==> src/rtl/vending_change_dispenser_if.sv <==
// Request/refill and payout bus between the vending controller and the change dispenser.
// The dispenser's AMT_W parameter must match the AMT_W this interface is built with.
interface vending_change_dispenser_if #(
  parameter int AMT_W = 5
);
  logic             change_req;
  logic [AMT_W-1:0] change_amt;
  logic             refill;
  logic [AMT_W-1:0] ten_added;
  logic [AMT_W-1:0] five_added;
  logic             eject_ten;
  logic             eject_five;
  logic             busy;
  logic             done;
  logic             short_err;
  logic             bad_amt;
  logic [AMT_W-1:0] ten_stock;
  logic [AMT_W-1:0] five_stock;
  logic [AMT_W-1:0] paid_out;

  modport master (
    output change_req, change_amt, refill, ten_added, five_added,
    input  eject_ten, eject_five, busy, done, short_err, bad_amt,
           ten_stock, five_stock, paid_out
  );

  modport slave (
    input  change_req, change_amt, refill, ten_added, five_added,
    output eject_ten, eject_five, busy, done, short_err, bad_amt,
           ten_stock, five_stock, paid_out
  );
endinterface

==> src/rtl/vending_change_dispenser.sv <==
// All-or-nothing coin payout: checks stock first, then pulses the 10/5 Rs solenoids one coin at a time.
// Coin stocks are kept locally and refilled by the service operator while idle.
module vending_change_dispenser #(
  parameter int AMT_W        = 5,
  parameter int PULSE_CYCLES = 2,
  parameter int GAP_CYCLES   = 3
) (
  input  logic                     clk,
  input  logic                     reset,
  vending_change_dispenser_if.slave bus
);

  localparam int MAX_CYC = (PULSE_CYCLES > GAP_CYCLES) ? PULSE_CYCLES : GAP_CYCLES;
  localparam int CNT_W   = (MAX_CYC < 2) ? 1 : $clog2(MAX_CYC);
  localparam logic [AMT_W-1:0] C_TEN  = AMT_W'(10);
  localparam logic [AMT_W-1:0] C_FIVE = AMT_W'(5);

  typedef enum logic [2:0] {
    S_IDLE,
    S_CHECK,
    S_PULSE,
    S_GAP,
    S_FIN
  } state_t;

  state_t           r_state;
  logic [CNT_W-1:0] r_cnt;
  logic [AMT_W-1:0] r_rem;
  logic [AMT_W-1:0] r_ten_stock;
  logic [AMT_W-1:0] r_five_stock;
  logic [AMT_W-1:0] r_paid;
  logic             r_eject_ten;
  logic             r_eject_five;
  logic             r_busy;
  logic             r_done;
  logic             r_short;
  logic             r_bad;

  logic [AMT_W:0]   w_ten_sum;
  logic [AMT_W:0]   w_five_sum;
  logic [AMT_W-1:0] w_ten_new;
  logic [AMT_W-1:0] w_five_new;
  logic [AMT_W-1:0] w_t_need;
  logic [AMT_W-1:0] w_t;
  logic [AMT_W-1:0] w_f;
  logic [AMT_W-1:0] w_coin_val;
  logic             w_amt_bad;
  logic             w_pick_ten;

  always_comb begin
    w_ten_sum  = {1'b0, r_ten_stock} + {1'b0, bus.ten_added};
    w_five_sum = {1'b0, r_five_stock} + {1'b0, bus.five_added};
    w_ten_new  = w_ten_sum[AMT_W] ? '1 : w_ten_sum[AMT_W-1:0];
    w_five_new = w_five_sum[AMT_W] ? '1 : w_five_sum[AMT_W-1:0];
    // Greedy plan: as many tens as both amount and stock allow, fives cover the rest.
    w_t_need   = r_rem / C_TEN;
    w_t        = (w_t_need < r_ten_stock) ? w_t_need : r_ten_stock;
    w_f        = (r_rem - w_t * C_TEN) / C_FIVE;
    w_amt_bad  = (r_rem % C_FIVE) != '0;
    w_pick_ten = (r_rem >= C_TEN) && (r_ten_stock != '0);
    w_coin_val = r_eject_ten ? C_TEN : C_FIVE;
  end

  always_ff @(posedge clk or negedge reset) begin
    if (!reset) begin
      r_state      <= S_IDLE;
      r_cnt        <= '0;
      r_rem        <= '0;
      r_ten_stock  <= '0;
      r_five_stock <= '0;
      r_paid       <= '0;
      r_eject_ten  <= 1'b0;
      r_eject_five <= 1'b0;
      r_busy       <= 1'b0;
      r_done       <= 1'b0;
      r_short      <= 1'b0;
      r_bad        <= 1'b0;
    end else begin
      r_done  <= 1'b0;
      r_short <= 1'b0;
      r_bad   <= 1'b0;
      case (r_state)
        S_IDLE: begin
          if (bus.refill) begin
            r_ten_stock  <= w_ten_new;
            r_five_stock <= w_five_new;
          end
          if (bus.change_req) begin
            r_rem   <= bus.change_amt;
            r_paid  <= '0;
            r_busy  <= 1'b1;
            r_state <= S_CHECK;
          end
        end
        S_CHECK: begin
          if (w_amt_bad) begin
            r_bad   <= 1'b1;
            r_busy  <= 1'b0;
            r_state <= S_IDLE;
          end else if (r_rem == '0) begin
            r_done  <= 1'b1;
            r_state <= S_FIN;
          end else if (w_f > r_five_stock) begin
            r_short <= 1'b1;
            r_busy  <= 1'b0;
            r_state <= S_IDLE;
          end else begin
            r_eject_ten  <= w_pick_ten;
            r_eject_five <= !w_pick_ten;
            r_cnt        <= CNT_W'(PULSE_CYCLES - 1);
            r_state      <= S_PULSE;
          end
        end
        S_PULSE: begin
          if (r_cnt == '0) begin
            if (r_eject_ten) r_ten_stock <= r_ten_stock - 1'b1;
            else             r_five_stock <= r_five_stock - 1'b1;
            r_rem        <= r_rem - w_coin_val;
            r_paid       <= r_paid + w_coin_val;
            r_eject_ten  <= 1'b0;
            r_eject_five <= 1'b0;
            r_cnt        <= CNT_W'(GAP_CYCLES - 1);
            r_state      <= S_GAP;
          end else begin
            r_cnt <= r_cnt - 1'b1;
          end
        end
        S_GAP: begin
          if (r_cnt != '0) begin
            r_cnt <= r_cnt - 1'b1;
          end else if (r_rem == '0) begin
            r_done  <= 1'b1;
            r_state <= S_FIN;
          end else begin
            r_eject_ten  <= w_pick_ten;
            r_eject_five <= !w_pick_ten;
            r_cnt        <= CNT_W'(PULSE_CYCLES - 1);
            r_state      <= S_PULSE;
          end
        end
        S_FIN: begin
          r_busy  <= 1'b0;
          r_state <= S_IDLE;
        end
        default: begin
          r_eject_ten  <= 1'b0;
          r_eject_five <= 1'b0;
          r_busy       <= 1'b0;
          r_state      <= S_IDLE;
        end
      endcase
    end
  end

  assign bus.eject_ten  = r_eject_ten;
  assign bus.eject_five = r_eject_five;
  assign bus.busy       = r_busy;
  assign bus.done       = r_done;
  assign bus.short_err  = r_short;
  assign bus.bad_amt    = r_bad;
  assign bus.ten_stock  = r_ten_stock;
  assign bus.five_stock = r_five_stock;
  assign bus.paid_out   = r_paid;

endmodule

==> src/flat_wrapper.sv <==
// flat-port wrapper written by rule: the top's interface ports become plain ports
module vending_change_dispenser_flat 
#(
  parameter int AMT_W        = 5,
  parameter int PULSE_CYCLES = 2,
  parameter int GAP_CYCLES   = 3
)
  (clk, reset, bus_change_req, bus_change_amt, bus_refill, bus_ten_added, bus_five_added, bus_eject_ten, bus_eject_five, bus_busy, bus_done, bus_short_err, bus_bad_amt, bus_ten_stock, bus_five_stock, bus_paid_out);
  vending_change_dispenser_if #(.AMT_W(AMT_W)) bus_i ();
  input  logic clk;
  input  logic reset;
  input wire logic [$bits(bus_i.change_req)-1:0] bus_change_req;
  input wire logic [$bits(bus_i.change_amt)-1:0] bus_change_amt;
  input wire logic [$bits(bus_i.refill)-1:0] bus_refill;
  input wire logic [$bits(bus_i.ten_added)-1:0] bus_ten_added;
  input wire logic [$bits(bus_i.five_added)-1:0] bus_five_added;
  output wire logic [$bits(bus_i.eject_ten)-1:0] bus_eject_ten;
  output wire logic [$bits(bus_i.eject_five)-1:0] bus_eject_five;
  output wire logic [$bits(bus_i.busy)-1:0] bus_busy;
  output wire logic [$bits(bus_i.done)-1:0] bus_done;
  output wire logic [$bits(bus_i.short_err)-1:0] bus_short_err;
  output wire logic [$bits(bus_i.bad_amt)-1:0] bus_bad_amt;
  output wire logic [$bits(bus_i.ten_stock)-1:0] bus_ten_stock;
  output wire logic [$bits(bus_i.five_stock)-1:0] bus_five_stock;
  output wire logic [$bits(bus_i.paid_out)-1:0] bus_paid_out;
  assign bus_i.change_req = bus_change_req;
  assign bus_i.change_amt = bus_change_amt;
  assign bus_i.refill = bus_refill;
  assign bus_i.ten_added = bus_ten_added;
  assign bus_i.five_added = bus_five_added;
  assign bus_eject_ten = bus_i.eject_ten;
  assign bus_eject_five = bus_i.eject_five;
  assign bus_busy = bus_i.busy;
  assign bus_done = bus_i.done;
  assign bus_short_err = bus_i.short_err;
  assign bus_bad_amt = bus_i.bad_amt;
  assign bus_ten_stock = bus_i.ten_stock;
  assign bus_five_stock = bus_i.five_stock;
  assign bus_paid_out = bus_i.paid_out;
  vending_change_dispenser #(.AMT_W(AMT_W), .PULSE_CYCLES(PULSE_CYCLES), .GAP_CYCLES(GAP_CYCLES)) u_core (.clk(clk), .reset(reset), .bus(bus_i));
endmodule
==> config.mk <==
export PLATFORM = sky130hd
export DESIGN_NAME = vending_change_dispenser_flat
export DESIGN_NICKNAME = d
export VERILOG_FILES = /design/src/rtl/vending_change_dispenser_if.sv /design/src/rtl/vending_change_dispenser.sv /design/src/flat_wrapper.sv
export SDC_FILE = /design/constraint.sdc
export NUM_CORES = 1
export LEC_CHECK = 0
export ABC_AREA = 0
export CAP_MARGIN = 15
export CORE_MARGIN = 2
export CORE_UTILIZATION = 61
export DETAILED_ROUTE_END_ITERATION = 12
export GPL_ROUTABILITY_DRIVEN = 0
export MAX_ROUTING_LAYER = met4
export PLACE_DENSITY_LB_ADDON = 0.1
export SKIP_LAST_GASP = 1
export SYNTH_ARGS = -nofsm -noshare
export SYNTH_HDL_FRONTEND = slang
export SYNTH_SLANG_ARGS = --single-unit
==> constraint.sdc <==
create_clock -name clk -period 10.3 [get_ports clk]
set_input_delay 2.06 -clock clk [delete_from_list [all_inputs] [get_ports clk]]
set_output_delay 2.06 -clock clk [all_outputs]
set_load 0.01 [all_outputs]
==> flow_metrics.py <==
metrics = {
    "placed_design": {
        "dp.cells": 451,
        "placed_area_um2": 3440,
        "port_buffers": 39,
        "dp_hpwl_um": 5240,
    },
    "detailed_routing": {
        "m1WireLength_um": 3370,
        "maxUsedRoutingLayer": "met4",
        "vias_per_cell": 6.06,
        "dr.pass1.iters": 5,
        "drt-total-wl_um": 6880,
        "vias": 2781,
        "drtIter0Drc": 140,
        "wire_per_inst_um": 15.0,
        "antenna_left": 0,
        "route.detailed.drc": 0,
        "routed-wl-met2_um": 3270,
        "wl_met3_um": 183,
    },
    "floorplanning": {
        "rows": 25,
        "core-area_um2": 4720,
        "die_w_um": 74.1,
        "initial_core_util": 0.635,
        "io_pins": 40,
        "die_h_um": 74.1,
        "die_area_um2": 5490,
    },
    "cts": {
        "cts_setup_buffers": 0,
        "clockBufferDepth": 2,
        "holdBufCountCts": 0,
        "cts.repair.resized": 0,
        "cts_buffers": 5,
        "tritoncts": "built",
        "worstSkewPairLatency_ns": 0.28,
        "htreeDepth": 2,
        "root_buffer": "clkbuf_8",
        "clock-sinks": 31,
        "clkTransAtPathRegs_ns": 0.07,
    },
    "timing": {
        "hold_ws_ns": 0.499,
        "hold_viol": 0,
        "slew_headroom": 0.257,
        "slew_violations": 0,
        "rsz0062_at_grt": "no",
        "min_period_ns": 6.40,
        "worst_slew_pin_slew_ns": 1.11,
        "max_freq_mhz": 156,
        "setup_viol": 0,
        "clock_skew_ns": 0.00720,
        "fin_crit_sh": 0.621,
        "fin_setup_tns_ns": 0,
    },
    "setup_path": {
        "crit_arrival_ns": 6.56,
        "critPathKind": "reg -> reg",
        "critical_path_required_ns": 10.46,
        "end_kind": "register",
        "ff2ff_setup_slack_ns": 3.90,
        "cp_slowest_stage_delay_ns": 0.59,
        "cpMaxStageDelayCell": "dfrtp_1",
        "cp_common_cell": "ha_1",
        "startpoint_type": "register",
        "crit_fanout": 20,
    },
    "final_layout": {
        "diodes": 0,
        "final_area_um2": 3540,
        "syn_to_final_growth_pct": 18.1,
        "final_cell_mix": "clkdlybuf4s50_1, ha_1, a21oi_1, dfrtp_1, inv_1",
        "drive_gt1_frac": 0.0408,
        "stdcell_count": 459,
        "layout_commonest_cell": "clkdlybuf4s50_1",
        "final_nets": 450,
    },
    "global_routing": {
        "antenna_found_initial": 0,
        "grt_pass1_vias": 2678,
        "grt_max_degree": 32,
        "grt_pass1_wl_um": 11900,
        "track_usage": 0.286,
        "grt-ovfl-total": 0,
    },
    "yosys": {
        "async_flop_share": 1.00,
        "synthFlopType": "dfrtp_1",
        "syn_inst": 355,
        "synth_cell_types": 58,
        "ys_ff_latch": 31,
        "synth-edff-count": 0,
        "synth_area_per_cell_um2": 8.44,
        "synth.net_count": 414,
        "ys_warn_count": 0,
        "ys_seq_area_frac": 0.259,
        "syn-cell-area_um2": 3000,
    },
    "flow_run": {
        "drv_cap": 0,
    },
    "min_path": {
        "hp-class": "reg -> reg",
    },
    "outcome": {
        "outcome": "finished clean",
    },
}
routing by layer:
layer / vias up / GRT usage
met1: 1369 / 0.387
li1: 1367 / -
met5: - / -
met2: 40 / 0.454
met4: 0 / 0.0626
met3: 5 / 0.0461
cells by family (layout without fill, tap and decap cells):
kind of cell             after synthesis  count (layout)  synth area share
XOR/XNOR                              14              14            0.0455
flip-flops                            31              31             0.259
AND/OR/NAND/NOR                      102             102             0.172
other                                  1               1           0.00125
multiplexers                           2               2           0.00751
buffers and inverters                 41              78            0.0517
AO/OA/AOI/OAI                        123             123             0.280
adder cells (fa/ha/maj)               41              41             0.183
metrics by stage:
step | worst slack [ns] | util
2_1_floorplan | 4.34 | -
3_3_place_gp | 4.17 | 0.728
3_5_place_dp | 3.96 | 0.728
4_1_cts | 3.95 | 0.750
5_1_grt | 3.30 | 0.750
6_report | 3.90 | 0.750
registers in the layout, summed over array words and instances (netlist names):
register / flops
u_core.bus.five_stock: 5
u_core.bus.paid_out: 5
u_core.bus.ten_stock: 5
u_core.r_rem: 5
u_core.r_state: 3
u_core.r_cnt: 2
u_core.bus.bad_amt: 1
u_core.bus.busy: 1
u_core.bus.done: 1
u_core.bus.eject_five: 1
u_core.bus.eject_ten: 1
u_core.bus.short_err: 1
path summary, 6_finish.rpt:
kind / from / end / cells after the start
setup / recovery: u_core.r_rem[3]$_DFFE_PN0P_ / u_core.bus.eject_ten$_DFFE_PN0P_ / 26
hold / removal: u_core.bus.eject_five$_DFFE_PN0P_ / u_core.bus.eject_five$_DFFE_PN0P_ / 1
setup reg to reg: u_core.r_rem[3]$_DFFE_PN0P_ / u_core.bus.eject_ten$_DFFE_PN0P_ / 26
hold reg to reg: u_core.bus.eject_five$_DFFE_PN0P_ / u_core.bus.eject_five$_DFFE_PN0P_ / 1
max in group asynchronous: reset / u_core.r_state[0]$_DFFE_PN0P_ / 2
min in group asynchronous: reset / u_core.bus.paid_out[2]$_DFFE_PN0P_ / 2
critical path, delay by kind of cell (launching register included):
family | cells | cell delay, ns
muxes | 1 | 0.32
adders and majority gates | 5 | 1.22
xor gates and xnor gates | 2 | 0.57
DFF | 1 | 0.59
buffers and inverters | 2 | 0.18
and+or+nand+nor | 4 | 0.55
AOI/OAI and AO/OA | 12 | 2.86
final cells by class:
type,instances,area [um^2]
clock buffers,8,100
fillers,366,1180
inverters,29,109
multi-input cells,283,2070
flip-flops and latches,31,776
well taps,67,83.8
repair buffers,41,405
synthesized netlist by cell type, drive strengths merged (6+ instances only):
master  number  area, um^2
a21o        11        82.6
a21oi       33         169
clkbuf      11        41.3
dfrtp       31         776
ha          35         438
inv         29         109
nand2       21        78.8
nor2        27         101
nor2b       14        87.6
nor3        14        80.1
o21ai       24         120
xnor2        7        61.3
xor2         6        52.6
Power is left out: the tool's default activity adds up to more than one toggle a clock period on the data nets, which glitch-free logic cannot reach.
